<file path="src/rtl/uart_pkg.sv">
`default_nettype none
// +----------------------------------------------------------------------+
// | uart_pkg : ASCII constants, reporter FSM states, hex-to-ASCII helper |
// | Revision : 1.0                                                       |
// +----------------------------------------------------------------------+
package uart_pkg;

    localparam logic [7:0] C_ASCII_CR    = 8'h0D;
    localparam logic [7:0] C_ASCII_LF    = 8'h0A;
    localparam logic [7:0] C_ASCII_COLON = 8'h3A;

    typedef enum logic [2:0] {
        ST_IDLE   = 3'd0,
        ST_PREFIX = 3'd1,
        ST_COLON  = 3'd2,
        ST_DIGIT  = 3'd3,
        ST_CR     = 3'd4,
        ST_LF     = 3'd5
    } rpt_state_t;

    // Uppercase hex: 0-9 -> '0'..'9', 10-15 -> 'A'..'F' ('A' - 10 = 8'h37)
    function automatic logic [7:0] hex_ascii(input logic [3:0] nib);
        if (nib < 4'd10) begin
            return 8'h30 + {4'h0, nib};
        end
        return 8'h37 + {4'h0, nib};
    endfunction

endpackage
`default_nettype wire

</file>
<file path="src/rtl/uart_hex_reporter.sv">
`default_nettype none
// +----------------------------------------------------------------------+
// | uart_hex_reporter : frames a captured value as "P:HHHH\r\n" bytes    |
// | Revision : 1.0                                                       |
// +----------------------------------------------------------------------+
module uart_hex_reporter
    import uart_pkg::*;
#(
    parameter int unsigned NIBBLES   = 4,
    parameter logic [7:0]  PREFIX    = 8'h52,
    parameter bit          SEND_CRLF = 1'b1
) (
    input  logic                   clk,
    input  logic                   rst,
    input  logic [4*NIBBLES-1:0]   report_value,
    input  logic                   report_start,
    output logic                   busy,
    output logic                   done,
    output logic                   overrun,
    output logic [7:0]             tx_data,
    output logic                   tx_valid,
    input  logic                   tx_ready
);

    localparam int unsigned VW = 4 * NIBBLES;
    localparam int unsigned CW = (NIBBLES > 1) ? $clog2(NIBBLES) : 1;

    rpt_state_t       r_state;
    logic [VW-1:0]    r_shift;
    logic [CW-1:0]    r_dcnt;
    logic             r_pend_valid;
    logic [VW-1:0]    r_pend_value;
    logic [7:0]       r_tx_data;
    logic             r_tx_valid;
    logic             r_busy;
    logic             r_done;
    logic             r_overrun;

    logic             w_xfer;
    logic             w_last_digit;
    logic             w_frame_end;
    logic [VW-1:0]    w_shifted;

    assign w_xfer       = r_tx_valid & tx_ready;
    assign w_last_digit = (r_dcnt == '0);
    assign w_shifted    = r_shift << 4;
    assign w_frame_end  = w_xfer &&
                          ((r_state == ST_LF) ||
                           ((r_state == ST_DIGIT) && w_last_digit && !SEND_CRLF));

    always_ff @(posedge clk) begin
        if (rst) begin
            r_state      <= ST_IDLE;
            r_shift      <= '0;
            r_dcnt       <= '0;
            r_pend_valid <= 1'b0;
            r_pend_value <= '0;
            r_tx_data    <= 8'h00;
            r_tx_valid   <= 1'b0;
            r_busy       <= 1'b0;
            r_done       <= 1'b0;
            r_overrun    <= 1'b0;
        end else begin
            r_done    <= w_frame_end;
            r_overrun <= report_start && r_busy && r_pend_valid;

            // A request landing on the frame-end transfer bypasses the buffer below
            if (report_start && r_busy && !r_pend_valid && !w_frame_end) begin
                r_pend_valid <= 1'b1;
                r_pend_value <= report_value;
            end

            case (r_state)
                ST_IDLE: begin
                    if (report_start) begin
                        r_state    <= ST_PREFIX;
                        r_shift    <= report_value;
                        r_tx_data  <= PREFIX;
                        r_tx_valid <= 1'b1;
                        r_busy     <= 1'b1;
                    end
                end
                ST_PREFIX: begin
                    if (w_xfer) begin
                        r_state   <= ST_COLON;
                        r_tx_data <= C_ASCII_COLON;
                    end
                end
                ST_COLON: begin
                    if (w_xfer) begin
                        r_state   <= ST_DIGIT;
                        r_dcnt    <= CW'(NIBBLES - 1);
                        r_tx_data <= hex_ascii(r_shift[VW-1 -: 4]);
                    end
                end
                ST_DIGIT: begin
                    if (w_xfer) begin
                        if (!w_last_digit) begin
                            r_shift   <= w_shifted;
                            r_dcnt    <= r_dcnt - 1'b1;
                            r_tx_data <= hex_ascii(w_shifted[VW-1 -: 4]);
                        end else if (SEND_CRLF) begin
                            r_state   <= ST_CR;
                            r_tx_data <= C_ASCII_CR;
                        end
                    end
                end
                ST_CR: begin
                    if (w_xfer) begin
                        r_state   <= ST_LF;
                        r_tx_data <= C_ASCII_LF;
                    end
                end
                ST_LF: begin
                end
                default: begin
                    r_state    <= ST_IDLE;
                    r_tx_valid <= 1'b0;
                    r_busy     <= 1'b0;
                end
            endcase

            // Frame end overrides the per-state update: chain the next frame or go idle
            if (w_frame_end) begin
                if (r_pend_valid || report_start) begin
                    r_state      <= ST_PREFIX;
                    r_shift      <= r_pend_valid ? r_pend_value : report_value;
                    r_tx_data    <= PREFIX;
                    r_pend_valid <= 1'b0;
                end else begin
                    r_state    <= ST_IDLE;
                    r_tx_valid <= 1'b0;
                    r_busy     <= 1'b0;
                end
            end
        end
    end

    assign busy     = r_busy;
    assign done     = r_done;
    assign overrun  = r_overrun;
    assign tx_data  = r_tx_data;
    assign tx_valid = r_tx_valid;

endmodule
`default_nettype wire

</file>
<file path="config.mk">
export PLATFORM = sky130hd
export DESIGN_NAME = uart_hex_reporter
export DESIGN_NICKNAME = d
export VERILOG_FILES = /design/src/rtl/uart_pkg.sv /design/src/rtl/uart_hex_reporter.sv
export SDC_FILE = /design/constraint.sdc
export NUM_CORES = 1
export LEC_CHECK = 0
export CAP_MARGIN = 20
export CORE_MARGIN = 2
export CORE_UTILIZATION = 48
export DETAILED_ROUTE_END_ITERATION = 10
export PLACE_DENSITY_LB_ADDON = 0.15
export SETUP_SLACK_MARGIN = 0.5
export SYNTH_ARGS = -nofsm -noshare
export SYNTH_HDL_FRONTEND = slang
export SYNTH_SLANG_ARGS = --single-unit
</file>
<file path="constraint.sdc">
create_clock -name clk -period 2.16 [get_ports clk]
set_clock_uncertainty 0.2 [all_clocks]
set_input_delay 0.324 -clock clk [delete_from_list [all_inputs] [get_ports clk]]
set_output_delay 0.324 -clock clk [all_outputs]
set_load 0.05 [all_outputs]
</file>
==> results of run 1 <==
-- final cells by class --
cell class                      count  area, um^2  area share
Multi-Input combinational cell    259        1830       0.469
Tap cell                           72        90.1      0.0231
Inverter                           11        43.8      0.0112
Sequential cell                    50        1030       0.266
Clock buffer                        5        68.8      0.0177
Timing Repair Buffer               86         815       0.209
Clock inverter                      2        13.8     0.00353
-- synthesized netlist by cell type, drive strengths merged (6+ instances only) --
master / number / area [um^2]
a21oi: 22 / 110
a221o: 13 / 130
a22oi: 12 / 90.1
buf: 11 / 56.3
clkbuf: 17 / 63.8
dfxtp: 50 / 1000
inv: 11 / 41.3
mux2i: 17 / 170
nand2: 39 / 146
nand3: 6 / 35.0
nor2: 54 / 203
nor3: 11 / 81.3
nor3b: 6 / 45.0
o21ai: 28 / 140
-- metal layers --
metal	track usage	routed length [um]	share of wire
met1	0.344	3600	0.44
met4	0.0638	107	0.013
met3	0.0557	510	0.063
met5	0	0	0
met2	0.417	3930	0.48
-- power by group through the flow --
stage | combinational [W] | clock, W | sequential [W]
3_3_place_gp | 0.000432 | 0 | 0.00106
4_1_cts | 0.000481 | 0.000557 | 0.00102
6_report | 0.000537 | 0.000549 | 0.00103
5_1_grt | 0.000581 | 0.000587 | 0.00104
2_1_floorplan | 0.000268 | 0 | 0.00107
3_5_place_dp | 0.000438 | 0 | 0.00106
-- timing repair --
action                     CTS  global route
pin swaps                   15            14
cloned                       2             1
gates resized for setup     67            41
buffers inserted            17             8
hold buffers                 0             0
setup endpoints to repair   57            47
-- worst reg2reg max path: cells and delay by family, from the launching register on --
family          cells  cell delay (ns)
buf+inv             4             0.45
flops               1             0.34
compound gates      1             0.33
simple gates        2             0.23
fa+ha+maj           1             0.16
-- logic make-up after synthesis --
group,count (synthesis),synth area share
multiplexers,17,0.0624
flip-flops,50,0.367
buffers and inverters,39,0.0592
AND/OR/NAND/NOR,131,0.230
XOR/XNOR,2,0.00643
AO/OA/AOI/OAI,106,0.260
adder cells (fa/ha/maj),3,0.0138
-- state kept, by name, indices dropped and copies added, names as in the netlist --
signal        cells
r_pend_valid      1
busy              1
tx_data           8
r_dcnt            2
overrun           1
tx_valid          1
r_pend_value     16
done              1
r_shift          16
r_state           3
-- final timing paths --
| path | from | endpoint | slack [ns] | cells after the start |
|---|---|---|---|---|
| setup reg to reg | r_dcnt[1] | r_shift[4] | 0.35 | 8 |
| hold reg to reg | tx_data[7] | tx_data[7] | 0.23 | 2 |
| setup / recovery | r_dcnt[1] | r_shift[4] | 0.35 | 8 |
| hold / removal | tx_data[7] | tx_data[7] | 0.23 | 2 |
-- layout by cell type (no fill, tap or decap), types with 7 or more instances in the layout --
cell type and count:
nor3_1 7, dfxtp_1 39, a221o_1 13, nand2_1 37
a22oi_2 9, o21ai_0 22, dfxtp_4 8, a21oi_1 20
mux2i_1 16, buf_6 11, buf_4 39, clkdlybuf4s15_2 8
inv_1 7, clkdlybuf4s50_1 17, nor2_1 50
-- stage by stage --
stage / utilization / hold slack, ns / worst slack [ns] / TNS [ns] / total power (W)
final: 0.707 / 0.235 / 0.349 / 0 / 0.00211
after global routing: 0.707 / 0.267 / 0.294 / 0 / 0.00220
after CTS: 0.670 / 0.242 / 0.378 / 0 / 0.00206
after detailed placement: 0.611 / 0.228 / -0.125 / -1.95 / 0.00149
after global placement: 0.611 / 0.215 / -0.0998 / -0.996 / 0.00149
after floorplan: - / 0.256 / 0.451 / 0 / 0.00134
==> results.toml, run 1 <==
[cells_and_area]
final_cell_count_no_fill = 485
num-fill-cells = 445
area_delta_synth_final_pct = 42.9
n_antenna_cell = 0
drive_gt1_frac = 0.320
nets = 436
stdcell_area_um2 = 3890

[synthesis]
async_flop_share = 0
yosys_warnings = 0
synth_edf_count = 0
synth_cell_types = 48
synth-seq-cells = 50
netlist_area_um2 = 2730
synth.avg_cell_area_um2 = 7.83
synth_nets = 371
seq_area_frac_synth = 0.367
syn_inst = 348
ys.flop_type = "dfxtp_1"

[die]
fp.dieH_um = 79.3
die_area_um2 = 6300
start_util = 0.495
rows = 27
num_io_pins = 32
core_um2 = 5510
die_width_um = 79.3

[run_status]
status = "finished, final reports clean"

[detailed_routing]
firstDrtPassIters = 6
wl_mm = 8.14
routed-via-count = 2837
antenna_left = 0
via_per_inst = 5.85
wire_per_inst_um = 16.8
drtIter0Drc = 289
drc = 0

[power_and_ir_drop]
pwr-share-clk = 0.260
power_density_nw_per_um2 = 543
p_sw_w = 0.000672
combPwrFrac = 0.254
power.share.sequential = 0.486
ir_drop_uv = 436
p_sw_frac = 0.318
p_int_w = 0.00144
p_leak_nw = 1.47

[cts]
clk_latency_ns = 0.31
clk_path_buf_depth = 2
cts_tree = "done"
cts_buffers = 5
htree_levels = 2
clockRootBuffer = "clkbuf_8"
cts_sinks = 50
clk_pin_slew_ns = 0.10

[setup_path]
crit_chain = "inv_2 > ha_4 > buf_6 > nor3_4 > buf_6 > nor3_4 > buf_12 > a221o_1"
slowest_stage = "dfxtp_2"
path_class = "reg -> reg"
crit_fanout = 12
cp_slowest_stage_delay_ns = 0.34
cp_top_family = "buffers and inverters"
critical_path_arrival_ns = 1.82
cp.required_ns = 2.17
end_kind = "flip-flop"
cp_num_buf_inv = 4
start_kind = "flip-flop"

[timing]
rsz0062_at_grt = "true"
hold_viol = 0
relSlewSlack = 0.725
tightest_slew_ns = 0.409
fin_crit_ns = 1.81
max_clock_freq_mhz = 552
slew_violations = 0
fin_crit_sh = 0.838
report.final.setup_viol = 0

[min_path]
hold_path_class = "reg -> reg"

[global_routing]
grt_usage = 0.255
grt_overflow_total = 0
grt_pass1_wl_mm = 12.8
grt_max_degree = 36
grt_pass1_vias = 2664
antenna_found_initial = 0

[place]
placed_area_um2 = 3360
port_buffers = 31
gp_congestion = 0.915
dp_hpwl_mm = 4.94
dp.cells = 450

[job]
maxCapViolations = 0
Power figures use the tool's default switching activity.
==> run 2: changes to the inputs <==
- clock period: 2.16 -> 1.6 ns (I/O delays scaled with it)
==> results.toml, run 2 (synthesized netlist as in run 1, its figures left out) <==
[min_path]
worstHoldStart = "rst"
hold_path_class = "in -> reg"
hold_path_end = "r_dcnt[0]"
min_delay_path_depth = 3

[detailed_routing]
routed-via-count = 3011
wl_mm = 9.02
via_per_inst = 5.94
drtIter0Drc = 318
drc = 0
wire_per_inst_um = 17.8
antenna_left = 0
firstDrtPassIters = 5

[die]
die_width_um = 79.3
rows = 27
num_io_pins = 32
start_util = 0.495
core_um2 = 5510
die_area_um2 = 6300
fp.dieH_um = 79.3

[global_routing]
grt_max_degree = 36
grt_usage = 0.262
grt_pass1_wl_mm = 13.1
grt_overflow_total = 0
grt_pass1_vias = 2735
antenna_found_initial = 0

[setup_path]
slowest_stage = "dfxtp_4"
r2r-start = "r_state[0]"
end_kind = "flip-flop"
cp_slowest_stage_delay_ns = 0.39
regToRegEndpoint = "r_shift[4]"
regToRegSetupSlack_ns = -0.20
start_kind = "flip-flop"
r2r_cells = 6
path_class = "reg -> reg"
critical_path_arrival_ns = 1.80
cp.required_ns = 1.60
crit_fanout = 12
crit_chain = "buf_6 > nor4b_4 > buf_4 > nor3_4 > buf_12 > a221o_1"

[cts]
cts_sinks = 50
htree_levels = 2
clk_path_buf_depth = 2
cts_tree = "done"
cts_buffers = 5
clk_pin_slew_ns = 0.09
clockRootBuffer = "clkbuf_8"
clk_latency_ns = 0.31

[place]
gp_congestion = 0.952
dp_hpwl_mm = 5.24
port_buffers = 31
dp.cells = 474

[timing]
slew_violations = 0
report.final.setup_viol = 41
fin_crit_sh = 1.12
whs_ns = 0.276
worst_slack_ns = -0.199
tightest_slew_ns = 0.498
tns_ns = -4.53
max_clock_freq_mhz = 556
hold_viol = 0
fin_crit_ns = 1.80
rsz0062_at_grt = "true"
relSlewSlack = 0.667

[power_and_ir_drop]
ir_drop_uv = 444
p_leak_nw = 1.65
power_w = 0.00305
power_density_nw_per_um2 = 708

[cells_and_area]
area_delta_synth_final_pct = 58.3
nets = 458
final_common_cell = "buf_4"
drive_gt1_frac = 0.402
final_util = 0.783
n_antenna_cell = 0
most-common-layout-cells = "buf_4, nor2_1, nand2_1"
final_cell_count_no_fill = 507

[job]
maxCapViolations = 0

[run_status]
status = "finished with violations"
violations = "negative setup slack"
==> run 2: cell count changes in the layout (fill, tap and decap cells not counted), moves of 9 or more <==
cell     previous run  this run
a22oi_2             9         0
buf_12              3        20
dfxtp_2             3        13
buf_4              39        51
dfxtp_1            39        29
a22oi_1             3        12
==> run 2: routing by layer <==
layer	global-route usage	up-vias	wire, um
li1	-	1436	-
met1	0.349	1397	3730
met2	0.436	154	4460
met3	0.0477	24	601
met4	0.0741	0	231
met5	0	-	0
==> run 2: what timing repair did <==
item / 4_1_cts / 5_1_grt
cloned: 0 / 3
pin swaps: 9 / 24
buffers inserted: 10 / 13
gates resized for setup: 54 / 46
endpoints found under the setup margin: 62 / 62
hold buffers: 0 / 0
==> run 2: worst max path at each step <==
stage / startpoint / to / slack [ns] / depth (start not counted)
2_1_floorplan: tx_valid / tx_data[4] / -0.11 / 6
3_3_place_gp: report_start / tx_data[2] / -0.56 / 7
3_5_place_dp: report_start / tx_data[2] / -0.64 / 7
4_1_cts: r_dcnt[1] / tx_data[1] / -0.16 / 7
5_1_grt: r_state[2] / r_shift[5] / -0.27 / 6
6_report: r_state[0] / r_shift[4] / -0.20 / 6
==> run 2: critical path, delay by kind of cell (launching register included) <==
family / cells / cell delay [ns]
buf+inv: 3 / 0.47
flops: 1 / 0.39
compound gates: 1 / 0.33
simple gates: 2 / 0.30
==> run 2: power breakdown <==
part           leakage, nW  internal [W]  total [W]  switching, W
combinational         1.19      0.000463   0.000910      0.000448
clock               0.0444      0.000304   0.000754      0.000451
sequential           0.419       0.00131    0.00139     0.0000758
total                 1.65       0.00208    0.00305      0.000974
==> run 2: through the flow <==
step	setup WS, ns	instance area, um^2
finish	-0.199	4310
global route	-0.267	4310
CTS	-0.162	3980
detailed placement	-0.637	3680
global placement	-0.562	3680
floorplan	-0.109	2920
==> run 2: final cells by class <==
type                            instances  area [um^2]
Fill cell                             358         1190
Tap cell                               72         90.1
Timing Repair Buffer                  108         1200
Multi-Input combinational cell        259         1850
Clock buffer                            5         68.8
Sequential cell                        50         1050
Clock inverter                          2         13.8
Inverter                               11         43.8
==> run 3: changes to the inputs <==
- CORE_ASPECT_RATIO: not set -> 2
- SETUP_SLACK_MARGIN: 0.5 -> 0.2
- TNS_END_PERCENT: not set -> 10
==> results.toml, run 3 (synthesized netlist as in run 1, its figures left out) <==
[run_status]
status = "finished with violations"
violations = "negative setup slack"

[cells_and_area]
most-common-layout-cells = "buf_4, nor2_1, dfxtp_1"
nets = 455
stdcell_area_um2 = 4120
area_delta_synth_final_pct = 51.0
final_cell_count_no_fill = 493
n_antenna_cell = 0
final_util = 0.753
drive_gt1_frac = 0.333
final_common_cell = "buf_4"

[timing]
hold_viol = 0
report.final.setup_viol = 40
rsz0062_at_grt = "true"
relSlewSlack = 0.741
max_clock_freq_mhz = 542
worst_slack_ns = -0.246
slew_violations = 0
fin_crit_sh = 1.15
tightest_slew_ns = 0.387
fin_crit_ns = 1.85

[power_and_ir_drop]
pwr-share-clk = 0.289
combPwrFrac = 0.266
p_leak_nw = 1.62
p_sw_frac = 0.297
ir_drop_uv = 900
p_int_w = 0.00219
p_sw_w = 0.000925
power.share.sequential = 0.445
power_density_nw_per_um2 = 757

[setup_path]
start_kind = "flip-flop"
cp.required_ns = 1.64
critical_path_arrival_ns = 1.89
crit_fanout = 4
end_kind = "flip-flop"
path_class = "reg -> reg"

[die]
fp.dieH_um = 111
die_width_um = 57.3
core_um2 = 5470
die_area_um2 = 6330
num_io_pins = 32
start_util = 0.498
rows = 38

[cts]
clk_pin_slew_ns = 0.10
cts_tree = "done"
htree_levels = 2
clk_latency_ns = 0.32
cts_buffers = 5
clockRootBuffer = "clkbuf_8"
cts_sinks = 50
cts_hold_buf = 0
clk_path_buf_depth = 2

[detailed_routing]
antenna_left = 0
via_per_inst = 5.98
wl_mm = 8.77
wire_per_inst_um = 17.8
routed-via-count = 2947
drtIter0Drc = 168
firstDrtPassIters = 4
drc = 0

[place]
placed_area_um2 = 3730
gp_congestion = 0.898
dp.cells = 475
dp_hpwl_mm = 6.01
port_buffers = 31

[min_path]
hold_path_class = "reg -> reg"

[global_routing]
grt_usage = 0.271
grt_max_degree = 36
antenna_found_initial = 0
grt_pass1_vias = 2975
grt_overflow_total = 0
grt_pass1_wl_mm = 13.6

[job]
maxCapViolations = 0
[run 3: cell types whose count changed in the layout (fill, tap and decap cells not counted), moves of 4 or more]
cell     delta
buf_12      -4
buf_4       +5
buf_6       -5
dfxtp_1    +11
dfxtp_2     -8
inv_1       +6
inv_2       -5
o21ai_1     +4
o21ai_2     -4
[run 3: path summary, 6_finish.rpt]
path,endpoint,slack [ns],cells past startpoint,from
setup / recovery,tx_data[1],-0.25,7,r_dcnt[1]
hold / removal,r_dcnt[1],0.29,2,r_dcnt[1]
setup reg to reg,tx_data[1],-0.25,7,r_dcnt[1]
hold reg to reg,r_dcnt[1],0.29,2,r_dcnt[1]
[run 3: power by group through the flow]
stage	registers, W	clock network, W	logic (W)
after floorplan	0.00145	0	0.000351
after global placement	0.00141	0	0.000714
after detailed placement	0.00141	0	0.000726
after CTS	0.00138	0.000914	0.000782
after global routing	0.00140	0.000963	0.000884
final	0.00139	0.000900	0.000829
[run 3: worst max-delay path: stages, from the launching register on]
cell      delay (ns)
dfxtp_2         0.35
inv_2           0.04
ha_4            0.17
nand2b_4        0.15
or3_4           0.36
a211oi_2        0.18
o32ai_1         0.12
a21oi_1         0.20
[run 3: layout make-up]
type | instances | area (um^2)
inverters | 11 | 41.3
repair buffers | 105 | 1130
well taps | 60 | 75.1
fillers | 406 | 1350
clock inverters | 3 | 40.0
flip-flops and latches | 50 | 1030
multi-input cells | 259 | 1740
clock buffers | 5 | 68.8
[run 3: metrics by stage]
step	TNS (ns)	worst slack (ns)	hold WS [ns]	total power (W)
floorplan	-2.85	-0.109	0.187	0.00180
global placement	-25.96	-0.692	0.272	0.00212
detailed placement	-26.53	-0.655	0.281	0.00214
CTS	-4.27	-0.169	0.304	0.00308
global route	-7.20	-0.358	0.324	0.00324
finish	-4.77	-0.246	0.291	0.00312
[run 3: timing repair]
item                       4_1_cts  5_1_grt
setup buffers                    1        5
pin swaps                       10       11
gates cloned                     1        3
gates resized for setup         37       26
setup endpoints to repair       49       51
[run 3: layer usage]
layer  share of wire  global-route usage
met3           0.028              0.0433
met5               0                   0
met2            0.54               0.464
met4           0.074               0.219
met1            0.36               0.274
